==> src/rtl/fetch_memory_responder.sv <==
// fetch_memory_responder
//   Memory-side responder for the fetch stage's instruction port. A single-entry
//   word buffer serves repeated fetches of the same pc with zero latency. A miss
//   fills the buffer with two halfword reads, low half first, over a 16-bit
//   memory bus that has a wait-request. A fill that fetch no longer wants (the
//   address changed, fetch dropped its request, or an invalidate arrived) is
//   marked stale. The fill then finishes any read already issued on the bus and
//   discards the returned data.
//
// Ports
//   clock, reset_n      single clock; asynchronous active-low reset
//   address_enable      fetch requests the word at address this cycle
//   address[31:0]       fetch byte address, bits [1:0] ignored
//   data_valid          data holds the word at address (combinational)
//   data[31:0]          buffered instruction word (registered)
//   invalidate          drop the buffer contents and any in-flight fill
//   mem_read            read request, held until accepted (registered)
//   mem_address[31:0]   halfword byte address of the request (registered)
//   mem_waitrequest     memory is stalling the current request
//   mem_readdatavalid   mem_readdata is valid
//   mem_readdata[15:0]  returned halfword
//
// state     | meaning
// ----------+-------------------------------------------------------------
// IDLE      | no read in flight; a miss launches the low-half read
// LOW_REQ   | low-half read asserted, waiting for acceptance
// LOW_WAIT  | low-half read accepted, waiting for its data
// HIGH_REQ  | high-half read asserted, waiting for acceptance
// HIGH_WAIT | high-half read accepted, waiting for its data; fills buffer
module fetch_memory_responder (
  input  logic        clock,
  input  logic        reset_n,
  input  logic        address_enable,
  input  logic [31:0] address,
  output logic        data_valid,
  output logic [31:0] data,
  input  logic        invalidate,
  output logic        mem_read,
  output logic [31:0] mem_address,
  input  logic        mem_waitrequest,
  input  logic        mem_readdatavalid,
  input  logic [15:0] mem_readdata
);

  typedef enum logic [2:0] {
    IDLE      = 3'd0,
    LOW_REQ   = 3'd1,
    LOW_WAIT  = 3'd2,
    HIGH_REQ  = 3'd3,
    HIGH_WAIT = 3'd4
  } state_t;

  state_t      state, state_nx;
  logic        buf_valid;
  logic [29:0] buf_tag;
  logic [29:0] req_tag;
  logic        stale;
  logic [15:0] low;

  logic hit, miss, launch, stale_cond, stale_eff;
  logic addr_lsb_unused;

  assign addr_lsb_unused = ^address[1:0];

  assign hit        = buf_valid && (address[31:2] == buf_tag);
  assign miss       = address_enable && !hit;
  assign launch     = (state == IDLE) && miss && !invalidate;
  assign stale_cond = !address_enable || (address[31:2] != req_tag) || invalidate;
  // Include this cycle's condition so that a data beat arriving in the same
  // cycle as an abort is already discarded.
  assign stale_eff  = stale || stale_cond;

  always_ff @(posedge clock or negedge reset_n) begin
    if (!reset_n) state <= IDLE;
    else          state <= state_nx;
  end

  always_comb begin
    state_nx = state;
    case (state)
      IDLE:      if (launch)             state_nx = LOW_REQ;
      LOW_REQ:   if (!mem_waitrequest)   state_nx = LOW_WAIT;
      LOW_WAIT:  if (mem_readdatavalid)  state_nx = stale_eff ? IDLE : HIGH_REQ;
      HIGH_REQ:  if (!mem_waitrequest)   state_nx = HIGH_WAIT;
      HIGH_WAIT: if (mem_readdatavalid)  state_nx = IDLE;
      default:                           state_nx = IDLE;
    endcase
  end

  always_ff @(posedge clock or negedge reset_n) begin
    if (!reset_n) begin
      mem_read    <= 1'b0;
      mem_address <= 32'd0;
      req_tag     <= 30'd0;
      stale       <= 1'b0;
      low         <= 16'd0;
      buf_valid   <= 1'b0;
      buf_tag     <= 30'd0;
      data        <= 32'd0;
    end else begin
      case (state)
        IDLE: begin
          if (launch) begin
            req_tag     <= address[31:2];
            mem_address <= {address[31:2], 2'b00};
            mem_read    <= 1'b1;
            stale       <= 1'b0;
          end
        end
        LOW_REQ: begin
          if (!mem_waitrequest) mem_read <= 1'b0;
        end
        LOW_WAIT: begin
          if (mem_readdatavalid) begin
            low <= mem_readdata;
            if (!stale_eff) begin
              mem_address <= mem_address + 32'd2;
              mem_read    <= 1'b1;
            end
          end
        end
        HIGH_REQ: begin
          if (!mem_waitrequest) mem_read <= 1'b0;
        end
        HIGH_WAIT: begin
          if (mem_readdatavalid && !stale_eff) begin
            data      <= {mem_readdata, low};
            buf_tag   <= req_tag;
            buf_valid <= 1'b1;
          end
        end
        default: ;
      endcase
      // Once set, stale stays set for the rest of the fill; only a new launch clears it.
      if (state != IDLE && stale_cond) stale <= 1'b1;
      if (invalidate) buf_valid <= 1'b0;
    end
  end

  always_comb begin
    data_valid = buf_valid && address_enable && (address[31:2] == buf_tag);
  end

endmodule

==> config.mk <==
export PLATFORM = sky130hd
export DESIGN_NAME = fetch_memory_responder
export DESIGN_NICKNAME = d
export VERILOG_FILES = /design/src/rtl/fetch_memory_responder.sv
export SDC_FILE = /design/constraint.sdc
export NUM_CORES = 1
export LEC_CHECK = 0
export ABC_CLOCK_PERIOD_IN_PS = 2160
export CORE_ASPECT_RATIO = 0.5
export CORE_MARGIN = 2
export CORE_UTILIZATION = 35
export DETAILED_ROUTE_END_ITERATION = 12
export SYNTH_ARGS = -nofsm -noshare
export SYNTH_HDL_FRONTEND = slang
export SYNTH_SLANG_ARGS = --single-unit
==> constraint.sdc <==
create_clock -name clock -period 2.16 [get_ports clock]
set_input_delay 0.216 -clock clock [delete_from_list [all_inputs] [get_ports clock]]
set_output_delay 0.216 -clock clock [all_outputs]
set_load 0.01 [all_outputs]
# Word-level counts from Yosys, hierarchy flattened
# Index checks and enable logic that the tools add are counted.
# totals
latch_bits,0
ff_bits,146
wordCells,77
mem_bits_rw,0
mem_count,0
mem_bits_ro,0
# op_classes
n_reduce_logical,32
div,0
mux,22
n_mul,0
bitwise,0
add_sub_neg,1
order_cmp,0
shifts,0
n_eq_ne,13
# ops
op,n
32-bit two-way mux,3
32-bit case mux with 2 select lines,1
"32-bit by 2-bit adder with 32-bit output, second input constant",1
30-bit == test,1
30-bit != test,1
3-bit two-way mux,5
3-bit case mux with 5 select lines,1
"2-bit != test, second input constant",7
1-bit two-way mux,10
2-bit AND reduction,5
5-bit AND reduction,2
2-bit nonzero test,5
1-bit logical AND,8
"3-bit by 2-bit == test with 1-bit output, second input constant",2
3-bit nonzero test,2
1-bit logical NOT,4
4-bit AND reduction,1
"3-bit by 1-bit == test with 1-bit output, second input constant",1
"3-bit == test, second input constant",1
3-bit logical NOT,1
1-bit logical OR,3
1-bit case mux with 3 select lines,1
2-bit two-way mux,1
2-bit OR reduction,1

# Depth between registers and ports, before layout
# logic_depth
depth_word,9
mapped_depth,9
ltp_nobuf,7

# Worst setup path after synthesis
# Ideal clock, no wire load.
# synth_path
kind,register to register
from,reg state[0]
to,reg mem_address[30]
path_slack_ns,-0.089
arrival_time_ns,2.163
path_stages_with_launch,9
period_less_slack_ns,2.249
cell_sequence,dfrtp_1 -> buf_6 -> nor3b_4 -> nand2_2 -> nand4bb_1 -> or3_1 -> buf_6 -> or4_1 -> o211ai_1
# synth_via
elab_chain_len,5
word_cells_on_any_way,10
# synth_lines
item,line,source
start: declaration,53,"state_t state, state_nx;"
start signal: assignment,75,else state <= state_nx;
3-bit logical NOT,"67, 101",
1-bit logical AND (2 in series),67,assign launch = (state == IDLE) && miss && !invalidate;
2-bit != test (no source line),--,
4-bit AND reduction (no source line),--,
end signal: assignment,105,"mem_address <= {address[31:2], 2'b00};"
end signal: assignment,117,mem_address <= mem_address + 32'd2;
end: declaration,39,"output logic [31:0] mem_address,"
# Several ways; a longest one is shown, not always the timed one.
# A chain may end at the register's enable or synchronous reset.

# Final worst setup path
# layout_path
from,reg req_tag[0]
to,reg data[28]
# layout_via
elab_chain_len,7
# layout_lines
item,line,source
start: declaration,56,logic [29:0] req_tag;
start signal: assignment,104,req_tag <= address[31:2];
30-bit != test,68,assign stale_cond = !address_enable || (address[31:2] != req_tag) || invalidate;
1-bit logical OR (2 in series),68,
1-bit logical OR,71,assign stale_eff = stale || stale_cond;
1-bit logical NOT,126,if (mem_readdatavalid && !stale_eff) begin
1-bit logical AND,126,
2-bit AND reduction (no source line),--,
end signal: assignment,127,"data <= {mem_readdata, low};"
end: declaration,36,"output logic [31:0] data,"
# No other way between the ends.

==> results by group <==
Clocking
  • H-tree levels: 4
  • Later-pin clock latency in the skew report: 430 ps
  • CTS tree: built
  • CTS root buffer: clkbuf_16
  • TritonCTS Buffers: 17
  • CTS sink cnt: 145
  • CTS Buffer Depth: 2
  • Reg clk slew, reported paths: 60 ps

Route
  • Routed Antenna Nets: 0
  • Drt wl/cell: 18.8 um
  • Via/cell ratio: 5.16
  • Met3 wire len: 1190 um
  • Total length of routed wires: 22,500 um
  • # DRC: 0
  • M1 wire length: 10,900 um
  • Total vias in the final route: 6,149
  • DR pass1 iterations: 5
  • DR WL met2: 10,100 um
  • Iteration-0 DRC count of the detailed router: 438
  • Top Layer Used: met4

Global route
  • All-Layer GR Usage: 0.206
  • Largest net degree at the start of global routing: 45
  • First-pass GRT wire length: 35,000 um
  • Initial antenna violation count: 0
  • Grt ovf: 0
  • Vias in the first global route: 6,044

Layout
  • Area Overhead vs Synth: 46.7%
  • Finished Layout Cells: 1,192
  • Layout cell share with drive strength beyond 1: 0.317
  • Layout Utilization: 0.525
  • N_diodes: 0
  • Net count, final: 961
  • Fill count: 1,806
  • Storage cell area: 3630 um^2
  • Multi-input logic area: 3650 um^2

Power
  • LEAKAGE: 5.16 nW
  • PwrDens: 1030 nW/um^2
  • Psw: 3.81 mW
  • Internal Pwr Total: 7.32 mW
  • Clock network fraction of design power: 0.271
  • Reg power frac: 0.372
  • Combinational fraction of design power: 0.357
  • Sw frac: 0.342
  • VDD IR max: 0.000507 V

Floorplan
  • Core Area: 20,600 um^2
  • FP Rows: 37
  • Die area: 22,300 um^2
  • Die Ht: 106 um
  • Starting Density: 0.358
  • I/O pin total: 120
  • Die X: 209 um

Worst setup path
  • CP endpoint kind: register
  • Crit path buf inv count: 3
  • WP data required: 2470 ps
  • Crit path DAT: 2810 ps
  • CP Class: reg -> reg
  • Startpoint types: register
  • CP delay by family, top: simple AND/OR/NAND/NOR gates
  • CP Cell Sequence: xor2_2, nor4_2, buf_4, nand4_1, nor4_2, buf_4, nand3_4, buf_12, mux2_4
  • Worst reg2reg path depth: 9
  • Slowest CP cell: dfrtp_1
  • CP max FO: 32
  • CP peak stage delay: 440 ps
  • Worst path depth: 9

STA
  • Hold Slack: 285 ps
  • Min Tclk post-route: 2510 ps
  • Crit share post-route: 1.16
  • Final setup margin: -349 ps
  • Final Max Tran Viols: 0
  • Clk_skew: 9.51 ps
  • TNS Setup: -32,610 ps
  • Max Fclk: 398 MHz
  • Final setup vio count: 126
  • RSZ-0062 raised after global routing: true
  • Count of final hold-check violations: 0

Outcome
  • Outcome: finished, violations left
  • Failing checks: setup timing

Placement
  • Final GP Congestion: 0.897
  • Post-detail-place hpwl: 16,100 um
  • Inst Count DP: 1,145
  • I/O Buffers: 116

Yosys
  • Gate count of the mapped netlist: 659
  • Post-synthesis cell type with the largest combined area: dfrtp_1
  • Synth top area share: 0.494
  • Top cells by area, synth: dfrtp_1 49%, mux2_4 12%, xor2_1 6.6%
  • YS warnings: 0
  • Post-synthesis register bit count: 145
  • Netlist cell types: 59
  • Avg Cell Area, Syn: 11.2 um^2
  • Mapped Area: 7350 um^2
  • Synth Net Count: 714
  • Register area share after synthesis: 0.494
  • Post-synth EDFFs: 0
  • Post-synth ARST share: 1.00
  • Top FF cell, synth: dfrtp_1

Hold path
  • Worst hold path type: in -> async

Run
  • Max_cap viols: 0
## what timing repair did
action / 4_1_cts / 5_1_grt
setup buffers: 10 / 2
gates resized for setup: 57 / 22
hold buffers: 1 / 0
gates cloned: 2 / 3
endpoints found under the setup margin: 116 / 129
hold endpoints to repair: 40 / 0
pin swaps: 19 / 15
## stage by stage
step	power [mW]	setup WS [ps]	area (um^2)
floorplan	5.75	-88.6	7360
global placement	7.80	-768	9740
detailed placement	7.87	-788	9740
CTS	11.1	-317	10700
global route	11.7	-402	10800
finish	11.1	-349	10800
## path summary, 6_finish.rpt
check                           slack, ps               to             from
worst min register to register        500          data[0]           low[0]
max in group asynchronous            1250  mem_address[17]          reset_n
worst max register to register       -350         data[28]       req_tag[0]
worst min-delay path                  280   mem_address[4]          reset_n
worst max-delay path                 -350         data[28]       req_tag[0]
min in group clock                    430         data[25]  mem_readdata[9]
## synth_stat cells (3+ instances only)
library cell	instances
a211o_1	3
a21o_1	5
a21oi_1	17
a221o_1	3
a22o_1	6
a22oi_1	8
a2bb2oi_1	3
a32oi_1	4
a41oi_1	3
buf_6	10
clkbuf_1	19
dfrtp_1	145
inv_1	21
mux2_2	19
mux2_4	59
nand2_1	103
nand3_1	24
nand4_1	12
nor2_1	18
nor3_1	11
nor4_1	21
o211ai_1	6
o21a_1	3
o21ai_0	20
o22a_1	4
o22ai_1	3
o31ai_1	4
o32a_1	4
o41ai_1	3
or3_1	6
xnor2_1	5
xor2_1	55
## final cells by class
class                           count  share of cell area
Multi-Input combinational cell    461               0.339
Sequential cell                   145               0.336
Timing Repair Buffer              260               0.231
Clock buffer                       19              0.0411
Tap cell                          273              0.0317
Clock inverter                     13              0.0140
Inverter                           21             0.00731
## worst reg2reg max path, cell delays in order, from the launching register on
cell	delay [ps]
dfrtp_1	440
xor2_2	180
nor4_2	290
buf_4	150
nand4_1	170
nor4_2	300
buf_4	170
nand3_4	120
buf_12	220
mux2_4	360
## state kept, by name (all words and copies together), names as in the netlist
signal and flops:
req_tag 30, data 32, buf_valid 1, low 16
mem_read 1, mem_address 31, buf_tag 30, state 3
stale 1
## per-layer routing
layer | GRT usage | vias to the layer above
li1 | - | 2865
met1 | 0.296 | 3091
met2 | 0.320 | 167
met3 | 0.0446 | 26
met4 | 0.0449 | 0
met5 | 0 | -
## cell families after synthesis
| family | count (synthesis) | share of synthesized area |
|---|---|---|
| xor+xnor | 60 | 0.0715 |
| compound gates | 109 | 0.106 |
| other cells | 1 | 0.000510 |
| flops | 145 | 0.494 |
| mux | 79 | 0.151 |
| simple gates | 211 | 0.138 |
| buf+inv | 53 | 0.0380 |
| fa+ha+maj | 1 | 0.00170 |
## power by group through the flow
stage	Clock [mW]	Sequential [mW]	Combinational [mW]
after floorplan	0	4.22	1.52
after global placement	0	4.13	3.67
after detailed placement	0	4.17	3.71
after CTS	3.07	4.13	3.91
after global routing	3.20	4.24	4.30
final	3.02	4.14	3.97
## placed cells by master (no fill, tap or decap), drive strengths merged, types with 4 or more instances in the layout
cell,n
nor2,18
inv,26
nand4,12
a22o,6
xor2,55
xnor2,5
a21o,5
o31ai,4
clkdlybuf4s50,114
buf,142
a32oi,4
o22a,4
o32a,4
nor4,22
clkbuf,21
nand2,104
mux2,78
dfrtp,145
clkinvlp,4
or3,6
nor3,11
o21ai,21
nand3,25
a22oi,8
o211ai,6
a21oi,17
No activity file was read; power rests on OpenSTA's default activity.
